[config.mk]
export PLATFORM = sky130hd
export DESIGN_NAME = rvfi_retire_buffer
export DESIGN_NICKNAME = d
export VERILOG_FILES = /design/src/rtl/rvfi_retire_buffer.sv
export SDC_FILE = /design/constraint.sdc
export NUM_CORES = 2
export LEC_CHECK = 0
export CAP_MARGIN = 20
export CORE_MARGIN = 3
export CORE_UTILIZATION = 59
export CTS_BUF_LIST = sky130_fd_sc_hd__clkbuf_4 sky130_fd_sc_hd__clkbuf_8 sky130_fd_sc_hd__clkbuf_16
export DETAILED_ROUTE_END_ITERATION = 16
export PLACE_DENSITY = 0.9
export SETUP_SLACK_MARGIN = 0.02
export SYNTH_ARGS = -nofsm -noshare
export SYNTH_HDL_FRONTEND = slang
export SYNTH_SLANG_ARGS = --single-unit
[constraint.sdc]
create_clock -name clk -period 8.5 [get_ports clk]
set_clock_uncertainty 0.2 [all_clocks]
set_input_delay 1.275 -clock clk [delete_from_list [all_inputs] [get_ports clk]]
set_output_delay 1.275 -clock clk [all_outputs]
set_load 0.01 [all_outputs]
[src/rtl/rvfi_retire_buffer.sv]
// Retirement reorder buffer feeding a single-channel RVFI packet stream.
// Instructions are allocated in program order, completed out of order by
// tag, and retired in order with a free-running 8-bit rvfi_order.
module rvfi_retire_buffer #(
  parameter int unsigned XLEN  = 32,
  parameter int unsigned DEPTH = 8,
  parameter int unsigned TAGW  = 3
) (
  input  logic                clk,
  input  logic                resetn,
  input  logic                flush,
  input  logic                alloc_valid,
  output logic                alloc_ready,
  output logic [TAGW-1:0]     alloc_tag,
  input  logic [31:0]         alloc_insn,
  input  logic [XLEN-1:0]     alloc_pc,
  input  logic                cmpl_valid,
  input  logic [TAGW-1:0]     cmpl_tag,
  input  logic [4:0]          cmpl_rs1_addr,
  input  logic [4:0]          cmpl_rs2_addr,
  input  logic [4:0]          cmpl_rd_addr,
  input  logic [XLEN-1:0]     cmpl_rs1_rdata,
  input  logic [XLEN-1:0]     cmpl_rs2_rdata,
  input  logic [XLEN-1:0]     cmpl_rd_wdata,
  input  logic [XLEN-1:0]     cmpl_post_pc,
  input  logic [XLEN-1:0]     cmpl_mem_addr,
  input  logic [XLEN-1:0]     cmpl_mem_rdata,
  input  logic [XLEN-1:0]     cmpl_mem_wdata,
  input  logic [XLEN/8-1:0]   cmpl_mem_rmask,
  input  logic [XLEN/8-1:0]   cmpl_mem_wmask,
  input  logic                cmpl_trap,
  output logic                rvfi_valid,
  output logic [7:0]          rvfi_order,
  output logic [31:0]         rvfi_insn,
  output logic [XLEN-1:0]     rvfi_pre_pc,
  output logic [XLEN-1:0]     rvfi_post_pc,
  output logic [XLEN-1:0]     rvfi_rs1_rdata,
  output logic [XLEN-1:0]     rvfi_rs2_rdata,
  output logic [XLEN-1:0]     rvfi_rd_wdata,
  output logic [XLEN-1:0]     rvfi_mem_addr,
  output logic [XLEN-1:0]     rvfi_mem_rdata,
  output logic [XLEN-1:0]     rvfi_mem_wdata,
  output logic [4:0]          rvfi_rs1_addr,
  output logic [4:0]          rvfi_rs2_addr,
  output logic [4:0]          rvfi_rd_addr,
  output logic [XLEN/8-1:0]   rvfi_mem_rmask,
  output logic [XLEN/8-1:0]   rvfi_mem_wmask,
  output logic                rvfi_trap,
  output logic                err
);

  localparam int unsigned MASKW = XLEN / 8;
  localparam int unsigned CNTW  = TAGW + 1;

  typedef struct packed {
    logic [31:0]       insn;
    logic [XLEN-1:0]   pre_pc;
    logic [XLEN-1:0]   post_pc;
    logic [XLEN-1:0]   rs1_rdata;
    logic [XLEN-1:0]   rs2_rdata;
    logic [XLEN-1:0]   rd_wdata;
    logic [XLEN-1:0]   mem_addr;
    logic [XLEN-1:0]   mem_rdata;
    logic [XLEN-1:0]   mem_wdata;
    logic [4:0]        rs1_addr;
    logic [4:0]        rs2_addr;
    logic [4:0]        rd_addr;
    logic [MASKW-1:0]  mem_rmask;
    logic [MASKW-1:0]  mem_wmask;
    logic              trap;
  } entry_t;

  entry_t           mem [DEPTH];
  entry_t           head_e;

  // busy = PENDING or DONE; done distinguishes the two. FREE = !busy.
  logic [DEPTH-1:0] busy_q, done_q, busy_nxt, done_nxt;
  logic [TAGW-1:0]  head_q, tail_q, head_nxt, tail_nxt;
  logic [CNTW-1:0]  count_q, count_nxt;
  logic [7:0]       order_q;
  logic             ready_q;
  logic             do_alloc, do_retire, cmpl_hit, cmpl_bad;

  assign alloc_ready = ready_q;
  assign alloc_tag   = tail_q;
  assign head_e      = mem[head_q];

  // Handshake decode and next-state of the entry bookkeeping.
  always_comb begin
    do_alloc  = alloc_valid & ready_q & ~flush;
    do_retire = busy_q[head_q] & done_q[head_q] & ~flush;
    cmpl_hit  = cmpl_valid & ~flush & busy_q[cmpl_tag] & ~done_q[cmpl_tag];
    cmpl_bad  = cmpl_valid & ~flush & ~cmpl_hit;
    busy_nxt  = busy_q;
    done_nxt  = done_q;
    head_nxt  = head_q;
    tail_nxt  = tail_q;
    count_nxt = count_q;
    if (flush) begin
      busy_nxt  = '0;
      done_nxt  = '0;
      head_nxt  = '0;
      tail_nxt  = '0;
      count_nxt = '0;
    end else begin
      if (do_retire) begin
        busy_nxt[head_q] = 1'b0;
        done_nxt[head_q] = 1'b0;
        head_nxt         = head_q + TAGW'(1);
      end
      if (do_alloc) begin
        busy_nxt[tail_q] = 1'b1;
        done_nxt[tail_q] = 1'b0;
        tail_nxt         = tail_q + TAGW'(1);
      end
      if (cmpl_hit) begin
        done_nxt[cmpl_tag] = 1'b1;
      end
      case ({do_alloc, do_retire})
        2'b10:   count_nxt = count_q + CNTW'(1);
        2'b01:   count_nxt = count_q - CNTW'(1);
        default: count_nxt = count_q;
      endcase
    end
  end

  // Control state, order counter, sticky error and the registered RVFI packet.
  always_ff @(posedge clk or negedge resetn) begin
    if (!resetn) begin
      busy_q         <= '0;
      done_q         <= '0;
      head_q         <= '0;
      tail_q         <= '0;
      count_q        <= '0;
      ready_q        <= 1'b0;
      order_q        <= '0;
      err            <= 1'b0;
      rvfi_valid     <= 1'b0;
      rvfi_order     <= '0;
      rvfi_insn      <= '0;
      rvfi_pre_pc    <= '0;
      rvfi_post_pc   <= '0;
      rvfi_rs1_rdata <= '0;
      rvfi_rs2_rdata <= '0;
      rvfi_rd_wdata  <= '0;
      rvfi_mem_addr  <= '0;
      rvfi_mem_rdata <= '0;
      rvfi_mem_wdata <= '0;
      rvfi_rs1_addr  <= '0;
      rvfi_rs2_addr  <= '0;
      rvfi_rd_addr   <= '0;
      rvfi_mem_rmask <= '0;
      rvfi_mem_wmask <= '0;
      rvfi_trap      <= 1'b0;
    end else begin
      busy_q     <= busy_nxt;
      done_q     <= done_nxt;
      head_q     <= head_nxt;
      tail_q     <= tail_nxt;
      count_q    <= count_nxt;
      ready_q    <= (count_nxt < CNTW'(DEPTH));
      err        <= err | cmpl_bad;
      rvfi_valid <= do_retire;
      if (do_retire) begin
        order_q        <= order_q + 8'd1;
        rvfi_order     <= order_q;
        rvfi_insn      <= head_e.insn;
        rvfi_pre_pc    <= head_e.pre_pc;
        rvfi_post_pc   <= head_e.post_pc;
        rvfi_rs1_rdata <= head_e.rs1_rdata;
        rvfi_rs2_rdata <= head_e.rs2_rdata;
        rvfi_mem_addr  <= head_e.mem_addr;
        rvfi_mem_rdata <= head_e.mem_rdata;
        rvfi_mem_wdata <= head_e.mem_wdata;
        rvfi_rs1_addr  <= head_e.rs1_addr;
        rvfi_rs2_addr  <= head_e.rs2_addr;
        rvfi_trap      <= head_e.trap;
        rvfi_rd_addr   <= head_e.trap ? 5'd0 : head_e.rd_addr;
        rvfi_rd_wdata  <= (head_e.trap || head_e.rd_addr == 5'd0) ? '0 : head_e.rd_wdata;
        rvfi_mem_rmask <= head_e.trap ? '0 : head_e.mem_rmask;
        rvfi_mem_wmask <= head_e.trap ? '0 : head_e.mem_wmask;
      end
    end
  end

  // Entry payload storage; only read once the entry is DONE, so no reset needed.
  always_ff @(posedge clk) begin
    if (do_alloc) begin
      mem[tail_q].insn   <= alloc_insn;
      mem[tail_q].pre_pc <= alloc_pc;
    end
    if (cmpl_hit) begin
      mem[cmpl_tag].post_pc   <= cmpl_post_pc;
      mem[cmpl_tag].rs1_rdata <= cmpl_rs1_rdata;
      mem[cmpl_tag].rs2_rdata <= cmpl_rs2_rdata;
      mem[cmpl_tag].rd_wdata  <= cmpl_rd_wdata;
      mem[cmpl_tag].mem_addr  <= cmpl_mem_addr;
      mem[cmpl_tag].mem_rdata <= cmpl_mem_rdata;
      mem[cmpl_tag].mem_wdata <= cmpl_mem_wdata;
      mem[cmpl_tag].rs1_addr  <= cmpl_rs1_addr;
      mem[cmpl_tag].rs2_addr  <= cmpl_rs2_addr;
      mem[cmpl_tag].rd_addr   <= cmpl_rd_addr;
      mem[cmpl_tag].mem_rmask <= cmpl_mem_rmask;
      mem[cmpl_tag].mem_wmask <= cmpl_mem_wmask;
      mem[cmpl_tag].trap      <= cmpl_trap;
    end
  end

endmodule

# [Yosys cells after proc, flatten, opt, wreduce, memory -nomap -nowiden]
# Memories as Yosys holds them, arrays and structs flattened.
# Index checks and enable logic that the tools add are counted.
[word_totals] ff_bits=357 ram_bits=2496 inputBits=320 output_inout_bits=326 elab_cells=104 memories=1
[memory_table] name="mem" words=8 word_bits=312 rd=1 rd_ports_with_merged_regs=0 wr=2 line="73" rtl="entry_t mem [DEPTH];"
[op_classes] addsub=5 n_lt_le_gt_ge=7 eq_ne=2 n_mux=38 n_bitwise=19 reduce_logical=7
[ops] operator="$mux 8" count=10
[ops] operator="$mux 32" count=1
[ops] operator="$and 8x8->8" count=3
[ops] operator="$not 8->8" count=2
[ops] operator="$or 8x8->8" count=2
[ops] operator="$bmux 1 s3" count=4
[ops] operator="$lt 3x4->1 const B" count=3
[ops] operator="$mux 3" count=4
[ops] operator="$mux 4" count=3
[ops] operator="$mux 1" count=11
[ops] operator="$demux 1 s3" count=3
[ops] operator="$ge 3x1->1 const B" count=3
[ops] operator="$add 8x1->8 const B" count=1
[ops] operator="$and 1x1->1" count=8
[ops] operator="$pmux 4 s2" count=1
[ops] operator="$add 3x1->3 const B" count=2
[ops] operator="$logic_not 5->1" count=1
[ops] operator="$mux 5" count=1
[ops] operator="$add 4x1->4 const B" count=1
[ops] operator="$lt 4x4->1 const B" count=1
[ops] operator="$reduce_bool 2->1" count=2
[ops] operator="$sub 4x1->4 const B" count=1
[ops] operator="$logic_and 1x1->1" count=3
[ops] operator="$not 1->1" count=3
[ops] operator="other kinds (4)" count=4

# [Logic depth before layout (Yosys ltp)]
[logic_depth] depth_word=14 ltp_mapped=15 depth_no_buf=12

# [Worst setup path after synthesis]
# No wires, ideal clock.
[synth_timing] path_kind="input port to flip-flop" from="input cmpl_tag[2]" to="memory mem[4][0] (netlist bit), enable pin" setup_ns=0.599 t_arrival_ns=7.271 required_time_ns=7.701 path_slack_ns=0.430 path_stages=5 cell_sequence="mux2_2 -> a221oi_1 -> nand4_1 -> or3_1 -> inv_1"
[synth_lines] element="start, declared" line="18" rtl="input logic [TAGW-1:0] cmpl_tag,"
[synth_lines] element="end, declared" line="73"

# [Worst setup path after layout]
[layout_timing] from="register head_q[2]" to="register rvfi_pre_pc[8]"
[layout_between] elab_chain_len=4
[layout_rtl] element="start, declared" line="78" rtl="logic [TAGW-1:0] head_q, tail_q, head_nxt, tail_nxt;"
[layout_rtl] element="start signal, assigned" line="158" rtl="head_q <= head_nxt;"
[layout_rtl] element="$bmux 1 s3" line="91" rtl="do_retire = busy_q[head_q] & done_q[head_q] & ~flush;"
[layout_rtl] element="$mux 1 (not written as such)" line="91"
[layout_rtl] element="$and 1x1->1 (2 in a row)" line="91"
[layout_rtl] element="end signal, assigned" line="168" rtl="rvfi_pre_pc <= head_e.pre_pc;"
[layout_rtl] element="end, declared" line="35" rtl="output logic [XLEN-1:0] rvfi_pre_pc,"
# Parallel ways exist; a longest one is shown, timed or not. The select of a mux whose other input is x is not followed.
# A chain may end at the register's enable or synchronous reset.

==> results.py <==
metrics = {
    "worst_setup_path": {
        "reg2regPathDepth": 9,
        "end_kind": "register",
        "cpMostUsedCell": "buf_4",
        "r2r-start": "head_q[2]$_DFFE_PN0P_",
        "cp_slowest_stage_delay_ns": 0.97,
        "path_cells": "buf_4 -> buf_4 -> buf_4 -> nor2b_4 -> buf_4 -> a22oi_1 -> o22ai_1 -> a21oi_1 -> o21ai_0",
        "worstSetupPathType": "reg2reg",
        "crit_path_max_fanout": 57,
        "r2r_end": "rvfi_pre_pc[8]$_DFFE_PN0N_",
        "critPathLaunch": "head_q[2]$_DFFE_PN0P_",
        "rrSetupSlack_ns": 3.07,
        "cp.required_ns": 9.09,
        "cp-start-kind": "register",
        "cp.arrival_ns": 6.02,
        "crit_slowest_cell": "dfrtp_4",
        "crit_end": "rvfi_pre_pc[8]$_DFFE_PN0N_",
    },
    "global_routing": {
        "antenna_found_initial": 119,
        "track_usage_pct": 33.02,
        "overflow": 0,
        "first_global_vias": 62860,
        "grt_max_degree": 138,
        "grt_pass1_wl_mm": 436.3,
    },
    "die": {
        "floorplan.io_pins": 646,
        "start_util_pct": 59.76,
        "die_height_microns": 427.2,
        "coreArea_sq_um": 175200,
        "rows": 153,
        "dieWidth_microns": 427.2,
        "fp.dieArea_sq_um": 182500,
    },
    "synthesis": {
        "ys_seq_area_share_pct": 80.14,
        "synth_nets": 5934,
        "async_flop_share_pct": 12.51,
        "syn_inst": 5606,
        "synthXorXnorAreaFrac_pct": 0.1004,
        "ys_types": 72,
        "yosys_most_used_dff": "edfxtp_1",
        "synth-simple-area-share_pct": 2.329,
        "synthAdderAreaFrac_pct": 0.09563,
        "synth_edf_count": 2496,
        "synth_compound_area_share_pct": 9.698,
        "synthMuxAreaShare_pct": 5.778,
        "yosysWarnings": 0,
        "synth_top_cell_by_area": "edfxtp_1",
        "synth_area_sq_um": 104700,
        "synth-seq-cells": 2853,
        "avgSynthCellArea_sq_um": 18.67,
        "synth_top_area_share_pct": 71.60,
        "synthTopCellsByArea": "edfxtp_1, dfrtp_1, a22oi_1, mux2_2, a221oi_1",
        "synth_top_family_by_area": "compound AO/OA/AOI/OAI gates",
    },
    "clock_tree": {
        "clockRootBuffer": "clkbuf_16",
        "insertion_delay_ns": 0.92,
        "postCtsHoldBufs": 0,
        "htreeDepth": 5,
        "cts-resized-gates": 0,
        "cts.sinks": 2853,
        "cts_made_buffers": 286,
        "clockBufferDepth": 4,
        "clkTransAtPathRegs_ns": 0.06,
        "cts_tree": "built",
        "cts_setup_buffers": 0,
    },
    "routing": {
        "drtPass1Iterations": 6,
        "ant_nets": 0,
        "drc": 0,
        "wirelength_mm": 308.7,
        "drt_iter0_markers": 10170,
        "viasPerCell": 7.052,
        "wl_per_cell_microns": 34.67,
        "vias": 62790,
    },
    "sta": {
        "grt_setup_unrepaired": "no",
        "maxSlewViolCount": 0,
        "setup_violations": 0,
        "fin_crit_sh_pct": 63.86,
        "fin_crit_ns": 5.428,
        "tns_ns": 0,
        "relSlewSlack_pct": 12.46,
        "max_freq_mhz": 184.2,
        "fin_hold_ws_ns": 0.1536,
        "finalHoldViolCount": 0,
        "worstMarginPinSlew_ns": 1.308,
    },
    "final_layout": {
        "drive_gt1_share_pct": 15.39,
        "design_area_sq_um": 122800,
        "instances_no_fill": 8904,
        "syn_to_final_growth_pct": 17.36,
        "fin_nets": 6592,
    },
    "placement": {
        "gp_congestion": 0.8437,
        "dp_cells": 8301,
        "postPlaceCellArea_sq_um": 113400,
        "dp_hpwl_mm": 158.1,
        "port_buffers": 645,
    },
    "job": {
        "drv_cap": 0,
    },
    "power": {
        "power_mw": 28.46,
        "p_per_area_nw_per_um2": 231.7,
        "peakVddDrop_uv": 251.9,
        "p_leak_nw": 41.08,
    },
    "outcome": {
        "status": "complete, no violations",
    },
    "min_path": {
        "hp-class": "in2async",
    },
}
cell usage after synthesis (all sizes together), types with 49 or more instances:
master and n:
buf 175, o21ai 91, mux2i 137, nor2 49
a22oi 533, clkbuf 178, a221oi 203, inv 86
a22o 173, mux2 339, and3 71, nand2 57
dfrtp 357, edfxtp 2496, o22ai 64, a21oi 83
nand3 197
sequential cells by signal, indices dropped and copies added (netlist names), 5 cells and up:
register and cells:
rvfi_rd_wdata 32, mem 2496, rvfi_rs2_addr 5, rvfi_post_pc 32, rvfi_rd_addr 5, done_q 8, rvfi_insn 32, rvfi_rs1_addr 5
rvfi_rs2_rdata 32, order_q 8, rvfi_mem_rdata 32, rvfi_pre_pc 32, busy_q 8, rvfi_mem_addr 32, rvfi_mem_wdata 32, rvfi_rs1_rdata 32
rvfi_order 8
stage by stage:
step	util [%]	setup WS (ns)
2_1_floorplan	-	0.4298
3_3_place_gp	64.75	2.987
3_5_place_dp	64.75	2.943
4_1_cts	69.99	3.151
5_1_grt	70.08	2.941
6_report	70.13	3.072
per-layer routing:
layer / GRT usage (%) / up-vias / share of wire (%)
met5: 0 / - / 0.097
met4: 19.26 / 44 / 6.6
met3: 9.206 / 1117 / 14
met2: 51.95 / 6056 / 48
met1: 41.41 / 31170 / 32
li1: - / 24410 / -
critical path: cells and delay by family (launching register included):
family | cells | cell delay [ns]
DFF | 1 | 0.97
and+or+nand+nor | 1 | 0.53
AOI/OAI and AO/OA | 4 | 0.72
buffers and inverters | 4 | 2.77
cells by family after synthesis:
group | count (synthesis)
flops | 2853
compound gates | 1315
mux | 514
simple gates | 464
buf+inv | 440
xor+xnor | 12
fa+ha+maj | 8
cells in the final DEF (no fill, tap or decap), types with 70 or more instances in the layout:
| master | instances |
|---|---|
| mux2_2 | 337 |
| a22oi_1 | 533 |
| diode_2 | 99 |
| clkbuf_16 | 292 |
| and3_1 | 70 |
| mux2i_1 | 137 |
| clkdlybuf4s50_1 | 644 |
| a221oi_1 | 203 |
| edfxtp_1 | 2496 |
| clkbuf_4 | 74 |
| nand3_1 | 197 |
| a22o_1 | 173 |
| o21ai_0 | 91 |
| a21oi_1 | 83 |
| dfrtp_1 | 354 |
report_power, final:
group / total, mW / switching (mW) / internal, mW
logic: 0.564 / 0.335 / 0.228
clock network: 12.5 / 5.30 / 7.23
registers: 15.4 / 0.0561 / 15.3
worst min-delay path by stage:
stage | slack, ns | depth (start not counted) | start | endpoint
final | 0.15 | 1 | resetn | rvfi_rs2_rdata[14]$_DFFE_PN0N_
after global routing | 0.18 | 1 | resetn | rvfi_rs2_rdata[11]$_DFFE_PN0N_
after CTS | 0.15 | 1 | resetn | rvfi_insn[12]$_DFFE_PN0N_
after detailed placement | 0.26 | 1 | order_q[7]$_DFFE_PN0N_ | order_q[7]$_DFFE_PN0N_
after global placement | 0.25 | 1 | order_q[7]$_DFFE_PN0N_ | order_q[7]$_DFFE_PN0N_
after floorplan | 0.24 | 1 | order_q[7]$_DFFE_PN0N_ | order_q[7]$_DFFE_PN0N_
area by class of cell:
type | count | area (sq um)
flip-flops and latches | 2853 | 83900
fillers | 9440 | 52320
multi-input cells | 2313 | 18930
clock buffers | 394 | 8248
repair buffers | 723 | 7272
well taps | 2325 | 2909
clock inverters | 110 | 935.9
inverters | 87 | 405.4
diodes | 99 | 247.7
No activity file was read; power rests on OpenSTA's default activity.
